### src/rtl/spi_slave_sck_engine.sv
// rtl/spi_slave_sck_engine.sv - system-clock SPI slave SCK engine: sync, edge decode, bit counting
module spi_slave_sck_engine #(
    parameter  int DATA_WIDTH  = 8,
    parameter  int SYNC_STAGES = 2,
    localparam int CNT_W       = $clog2(DATA_WIDTH + 1)
) (
    input  logic             clk,
    input  logic             rst,
    input  logic             SCK_in,
    input  logic             SS_n,
    input  logic             CPOL,
    input  logic             CPHA,
    output logic             load_en,
    output logic             shift_en,
    output logic             sample_en,
    output logic [CNT_W-1:0] bit_cnt,
    output logic             busy,
    output logic             frame_done,
    output logic             frame_abort,
    output logic             mode_err
);

    typedef enum logic [0:0] {
        IDLE   = 1'b0,
        ACTIVE = 1'b1
    } state_t;

    localparam logic [CNT_W-1:0] LAST_CNT = CNT_W'(DATA_WIDTH - 1);

    state_t                 state;
    logic [SYNC_STAGES-1:0] sck_sync;
    logic [SYNC_STAGES-1:0] ss_sync;
    logic                   sck_s;
    logic                   ss_s;
    logic                   sck_d;
    logic                   cpol_q;
    logic                   cpha_q;
    logic                   frame_wrap;
    logic                   sck_edge;
    logic                   lead;
    logic                   trail;
    logic                   do_sample;
    logic                   do_drive;

    // Pin synchronisers; SS_n idles deasserted so a reset never looks like a frame start
    always_ff @(posedge clk or posedge rst) begin
        if (rst) begin
            sck_sync <= '0;
            ss_sync  <= '1;
            sck_d    <= 1'b0;
        end else begin
            sck_sync <= {sck_sync[SYNC_STAGES-2:0], SCK_in};
            ss_sync  <= {ss_sync[SYNC_STAGES-2:0], SS_n};
            sck_d    <= sck_sync[SYNC_STAGES-1];
        end
    end

    assign sck_s = sck_sync[SYNC_STAGES-1];
    assign ss_s  = ss_sync[SYNC_STAGES-1];

    // Edge classification relative to the polarity latched at frame start
    always_comb begin
        sck_edge  = sck_s ^ sck_d;
        lead      = sck_edge & (sck_s ^ cpol_q);
        trail     = sck_edge & ~(sck_s ^ cpol_q);
        do_sample = cpha_q ? trail : lead;
        do_drive  = cpha_q ? lead : trail;
    end

    // Frame FSM with registered single-cycle enables; SS release wins over any edge
    always_ff @(posedge clk or posedge rst) begin
        if (rst) begin
            state       <= IDLE;
            cpol_q      <= 1'b0;
            cpha_q      <= 1'b0;
            frame_wrap  <= 1'b0;
            bit_cnt     <= '0;
            busy        <= 1'b0;
            load_en     <= 1'b0;
            shift_en    <= 1'b0;
            sample_en   <= 1'b0;
            frame_done  <= 1'b0;
            frame_abort <= 1'b0;
            mode_err    <= 1'b0;
        end else begin
            load_en     <= 1'b0;
            shift_en    <= 1'b0;
            sample_en   <= 1'b0;
            frame_done  <= 1'b0;
            frame_abort <= 1'b0;
            case (state)
                IDLE: begin
                    if (!ss_s) begin
                        state      <= ACTIVE;
                        busy       <= 1'b1;
                        cpol_q     <= CPOL;
                        cpha_q     <= CPHA;
                        bit_cnt    <= '0;
                        frame_wrap <= 1'b0;
                        if (sck_s != CPOL) begin
                            mode_err <= 1'b1;
                        end
                        if (!CPHA) begin
                            load_en <= 1'b1;
                        end
                    end
                end
                ACTIVE: begin
                    if (ss_s) begin
                        state      <= IDLE;
                        busy       <= 1'b0;
                        bit_cnt    <= '0;
                        frame_wrap <= 1'b0;
                        if (bit_cnt != '0) begin
                            frame_abort <= 1'b1;
                        end
                    end else if (do_sample) begin
                        sample_en <= 1'b1;
                        if (bit_cnt == LAST_CNT) begin
                            bit_cnt    <= '0;
                            frame_done <= 1'b1;
                            frame_wrap <= 1'b1;
                        end else begin
                            bit_cnt <= bit_cnt + 1'b1;
                        end
                    end else if (do_drive) begin
                        frame_wrap <= 1'b0;
                        // CPHA=1 drives on the leading edge: first of the frame loads.
                        // CPHA=0 drives on the trailing edge: the one after a full word loads.
                        if (cpha_q ? (bit_cnt == '0) : frame_wrap) begin
                            load_en <= 1'b1;
                        end else begin
                            shift_en <= 1'b1;
                        end
                    end
                end
                default: begin
                    state <= IDLE;
                    busy  <= 1'b0;
                end
            endcase
        end
    end

endmodule

### config.mk
export PLATFORM = sky130hd
export DESIGN_NAME = spi_slave_sck_engine
export DESIGN_NICKNAME = d
export VERILOG_FILES = /design/src/rtl/spi_slave_sck_engine.sv
export SDC_FILE = /design/constraint.sdc
export NUM_CORES = 1
export LEC_CHECK = 0
export ABC_AREA = 0
export BUFFER_PORTS_ARGS = -buffer_cell sky130_fd_sc_hd__buf_2
export CAP_MARGIN = 10
export CORE_MARGIN = 4
export CORE_UTILIZATION = 47
export CTS_CLUSTER_DIAMETER = 80
export DETAILED_ROUTE_END_ITERATION = 6
export PLACE_DENSITY_LB_ADDON = 0.05
export SYNTH_ARGS = -nofsm -noshare
export SYNTH_HDL_FRONTEND = slang
export SYNTH_SLANG_ARGS = --single-unit
### constraint.sdc
create_clock -name clk -period 1.4 [get_ports clk]
set_input_delay 0.28 -clock clk [delete_from_list [all_inputs] [get_ports clk]]
set_output_delay 0.28 -clock clk [all_outputs]
set_load 0.02 [all_outputs]
# --- After elaboration in Yosys (flattened, before gate mapping) ---
# Cells that the tools add are included.
word_totals:
  regBits: 20
  out_inout_bits: 11
  word_cells: 77
op_classes:
  n_addsub: 1
  n_eq_ne: 7
  mux: 40
  bitwise_logic: 7
  reduce_logical: 7
op_table:
  columns: ["op", "n"]
  rows:
  - ["$mux W1", 32]
  - ["$mux W4", 4]
  - ["$pmux W4 S2", 1]
  - ["$pmux W1 S2", 3]
  - ["$reduce_and A2 Y1", 3]
  - ["$reduce_and A3 Y1", 2]
  - ["$add A4 B1 Y4 const B", 1]
  - ["$eq A4 B3 Y1 const B", 1]
  - ["$logic_not A4 Y1", 1]
  - ["$ne A4 B1 Y1 const B", 1]
  - ["$ne A4 B3 Y1 const B", 1]
  - ["$reduce_bool A4 Y1", 1]
  - ["$ne A3 B1 Y1 const B", 1]
  - ["$not A1 Y1", 3]
  - ["$and A1 B1 Y1", 2]
  - ["$ne A2 B1 Y1 const B", 1]
  - ["$ne A2 B2 Y1 const B", 1]
  - ["$xor A1 B1 Y1", 2]
  - ["$ne A1 B1 Y1", 1]

# --- Depth between registers and ports, before layout ---
logic_depth:
  ltp_word: 8
  depth_mapped: 5

# --- Worst setup path after synthesis ---
# No wires, ideal clock.
synth_timing:
  path_type: "register to register"
  startpoint: "register cpha_q"
  endpoint: "register bit_cnt[0]"
  t_arrival_ns: 1.360
  required_time_ns: 1.321
  setup_slack_ns: -0.040
  path_stages_with_launch: 5
  n_path_buf: 0
  cell_sequence: "dfrtp_1 > xor2_2 > mux2_4 > a21oi_4 > mux2i_1"
synth_between:
  elab_chain_cells: 3
synth_lines:
  columns: ["item", "line_no", "source"]
  rows:
  - ["start: declaration", "37", "logic cpha_q;"]
  - ["start signal: assignment", "75", "cpha_q <= 1'b0;"]
  - ["start signal: assignment", "97", "cpha_q <= CPHA;"]
  - ["$mux W1", "66", "do_sample = cpha_q ? trail : lead;"]
  - ["$ne A3 B1 Y1 (no source line)", null, null]
  - ["$reduce_and A2 Y1 (no source line)", null, null]
  - ["end signal: assignment", "124", "bit_cnt <= bit_cnt + 1'b1;"]
  - ["end: declaration", "16", "output logic [CNT_W-1:0] bit_cnt,"]
# No other way between the ends.
# A chain may end at the register's enable or synchronous reset.

# --- Final worst setup path ---
layout_timing:
  startpoint: "register cpol_q"
  endpoint: "register bit_cnt[2]"
layout_between:
  elab_chain_cells: 6
  word_cells_on_any_way: 7
  classes_between: "eq/ne (1); mux (1); bitwise (4); reduce/logical (1)"
layout_lines:
  columns: ["item", "line_no", "source"]
  rows:
  - ["start: declaration", "36", "logic cpol_q;"]
  - ["start signal: assignment", "74", "cpol_q <= 1'b0;"]
  - ["start signal: assignment", "96", "cpol_q <= CPOL;"]
  - ["$xor A1 B1 Y1 *", "64, 65", null]
  - ["$not A1 Y1", "65", "trail = sck_edge & ~(sck_s ^ cpol_q);"]
  - ["$and A1 B1 Y1", "65", null]
  - ["$mux W1 *", "66", null]
  - ["$ne A3 B1 Y1 (no source line) *", null, null]
  - ["$reduce_and A2 Y1 (no source line) *", null, null]
# Every way passes the cells marked *; elsewhere a longest branch is shown, timed or not.

==> key figures <==
Outcome
  – Status: complete, but fails checks
  – Failing checks: setup timing

Synth
  – Mapped Cells: 77
  – Synthesized area: about 920 um^2
  – Syn Nets: just under 90
  – Synthesis-stage register bit count: 20
  – Seq/Total Area, Yosys: a little over half
  – Async SR Flop Fraction: 100%
  – YS warnings: 0
  – Yosys cell types: 33
  – Mapped Avg Cell Area: 11.9 um^2
  – EDFF count, synth: 0
  – Prevailing post-synth register cell: dfrtp_1

Timing
  – Max Freq: 681 MHz
  – Endpoints failing hold: 0
  – # setup viols final: 4
  – Skew final: about 0.0042 ns
  – Max Slew Vio Count: 0
  – Slew HR: ~77%
  – Worst-Margin Slew: roughly 0.35 ns
  – Final period util: 105%
  – Final worst setup slack: -0.0686 ns
  – RSZ-0062 raised after global routing: yes
  – Min cycle time layout: between 1 and 1.5 ns

Finish
  – Filler cells: approximately 160
  – Biggest register: bit_cnt
  – Fraction of layout cells with a size suffix above 1: a little over two fifths
  – Biggest regs: bit_cnt: 4 flops, sck_sync: 2 flops, ss_sync: 2 flops
  – Nets: around 120
  – Max reg flops: 4
  – Non-filler instance count after layout: 135
  – Antenna Cells: 0
  – Area grow syn2layout: 30.2%
  – Final Util: about two thirds

Routing
  – Residual DRC: 0
  – First-pass iteration count of the detailed router: 4
  – Starting DRT DRC Count: 3
  – Final WL: 1.71 mm
  – Routed vias: between 600 and 700
  – Antenna viol nets, final: 0
  – DR vias/cell: 4.93
  – DR WL/cell: 12.6 um

Clocking
  – H-tree lvl count: 1
  – Clock sink count: 20
  – Register clock-pin slew on the reported worst setup and hold paths: ~0.11 ns
  – CTS max path bufs: 2
  – Clk_lat worst skew: 0.30 ns
  – Total CTS buffers: 3
  – CTS tree: done
  – Root buffer cell: clkbuf_4

Power
  – P per Cell Area: approximately 1100 mW/mm^2
  – Leakage: between 0.0006 and 0.0007 uW
  – Max VDD drop: approximately 640 uV

GRT
  – Global-route wire length before repair: 2.78 mm
  – Vias in the first global route: around 640
  – Initial antenna violation count: 0
  – Largest net degree at the start of global routing: 12
  – Congestion Overflow GR: 0
  – Gr usage total: between 10% and 20%

Place
  – Routability cong.: roughly 0.76
  – Number of port buffers: 16
  – Dpl ws: -0.0496 ns
  – Hpwl dp: roughly 1.3 mm
  – Post-Place Cells: about 130

Worst hold path
  – Hold depth: 1
  – HP Class: input pin to register
  – Hold Crit Endpoint: ss_sync[0]$_DFF_PP1_
  – Hold_sp: SS_n

Run
  – Max-Cap Viols: 0

Floorplanning
  – # IOs: 17
  – Die H: about 52 um
  – Core area: approximately 0.0018 mm^2
  – Die area: roughly 0.0027 mm^2
  – Die Wd: approximately 52 um
  – # rows: 15
  – Starting Density: 51.6%

Critical path
  – CP max FO: 4
  – CP Data Arrival Time: approximately 1.7 ns
  – Worst r2r path cells: 6
  – R2R Path End: bit_cnt[2]$_DFFE_PP0P_
  – Critical R2R Launch: cpol_q$_DFFE_PP0P_
  – Reg2Reg Setup Slack: -0.07 ns
  – Crit. End Element: register
  – CP Class: register to register
  – Crit start category: register
  – Required @ worst endpoint: around 1.6 ns
==> power breakdown <==
group	switching [uW]	internal, uW	total (uW)
combinational	148	155	303
sequential	21.2	615	637
clock	173	158	331
total	342	929	1270
==> metal layers <==
layer | wire [um] | global-route usage (%) | part of all wire (%) | up-vias
li1 | - | - | - | 329
met1 | 738 | 17.9 | 43 | 326
met2 | 905 | 23.2 | 53 | 11
met3 | 63 | 3.42 | 3.7 | 0
met4 | 0 | 5.11 | 0 | 0
met5 | 0 | 0 | 0 | -
==> stage by stage <==
stage	TNS (ns)	power, uW	hold WS, ns	cell area [um^2]
3_5_place_dp	-0.128	918	0.266	1110
2_1_floorplan	0	811	0.242	920
5_1_grt	-0.678	1350	0.0534	1200
3_3_place_gp	-0.101	915	0.254	1110
4_1_cts	-0.219	1260	0.0589	1160
6_report	-0.214	1270	0.0687	1200
==> cells by family (layout without fill, tap and decap cells) <==
| logic type | after synthesis | after routing | synth area share (%) |
|---|---|---|---|
| XOR/XNOR | 3 | 3 | 3.67 |
| flip-flops | 20 | 20 | 54.7 |
| AND/OR/NAND/NOR | 18 | 18 | 10.1 |
| AO/OA/AOI/OAI | 13 | 13 | 10.3 |
| buffers and inverters | 9 | 42 | 3.67 |
| adder cells (fa/ha/maj) | 5 | 5 | 6.80 |
| multiplexers | 9 | 9 | 10.7 |
==> final cells by class <==
type / count / area (um^2) / share of cell area (%)
clock buffers: 4 / 36.3 / 3.03
repair buffers: 30 / 188 / 15.7
flip-flops and latches: 20 / 503 / 42.0
well taps: 25 / 31.3 / 2.61
multi-input cells: 48 / 409 / 34.2
inverters: 8 / 30.0 / 2.51
==> synth_stat cells, drive strengths merged (2+ instances only) <==
cell type	instances	area, um^2
mux2	4	48.8
ha	5	62.6
nand2	6	22.5
dfrtp	18	450
a21oi	4	31.3
nor2	2	7.51
mux2i	5	50.1
xor2	2	25.0
o21ai	4	20.0
dfstp	2	52.6
nand3	2	10.0
inv	8	30.0
==> how the worst max path moves through the flow <==
stage	from	to	slack, ns	cells after the start
floorplan	cpol_q$_DFFE_PP0P_	bit_cnt[0]$_DFFE_PP0P_	0.01	4
global placement	cpol_q$_DFFE_PP0P_	bit_cnt[1]$_DFFE_PP0P_	-0.04	4
detailed placement	cpol_q$_DFFE_PP0P_	bit_cnt[1]$_DFFE_PP0P_	-0.05	4
CTS	cpha_q$_DFFE_PP0P_	bit_cnt[1]$_DFFE_PP0P_	-0.07	4
global route	cpol_q$_DFFE_PP0P_	bit_cnt[0]$_DFFE_PP0P_	-0.15	4
finish	cpol_q$_DFFE_PP0P_	bit_cnt[2]$_DFFE_PP0P_	-0.07	6
==> critical path, cell delays in order (launching register included) <==
cell     delay, ns
dfrtp_1       0.42
xor2_2        0.20
buf_4         0.14
mux2i_1       0.18
buf_4         0.16
o21ai_2       0.05
a32o_1        0.21
==> placed cells by master, fill, tap and decap left out, drive strengths merged <==
| cell | n |
|---|---|
| a21o | 1 |
| a21oi | 4 |
| a22o | 1 |
| a32o | 1 |
| and3 | 1 |
| buf | 29 |
| clkbuf | 4 |
| dfrtp | 18 |
| dfstp | 2 |
| dlygate4sd3 | 1 |
| ha | 5 |
| inv | 8 |
| mux2 | 4 |
| mux2i | 5 |
| nand2 | 6 |
| nand2b | 1 |
| nand3 | 2 |
| nand3b | 1 |
| nor2 | 2 |
| nor2b | 1 |
| nor3 | 1 |
| nor3b | 1 |
| nor4 | 1 |
| o21ai | 4 |
| o2bb2ai | 1 |
| o32ai | 1 |
| or2b | 1 |
| xnor2 | 1 |
| xor2 | 2 |
==> what timing repair did <==
item,in CTS,in global routing
pin swaps,2,7
setup endpoints to repair,4,8
buffers inserted,0,2
hold endpoints to repair,7,0
gates resized for setup,0,8
hold buffers,1,0
Power figures use the tool's default switching activity.
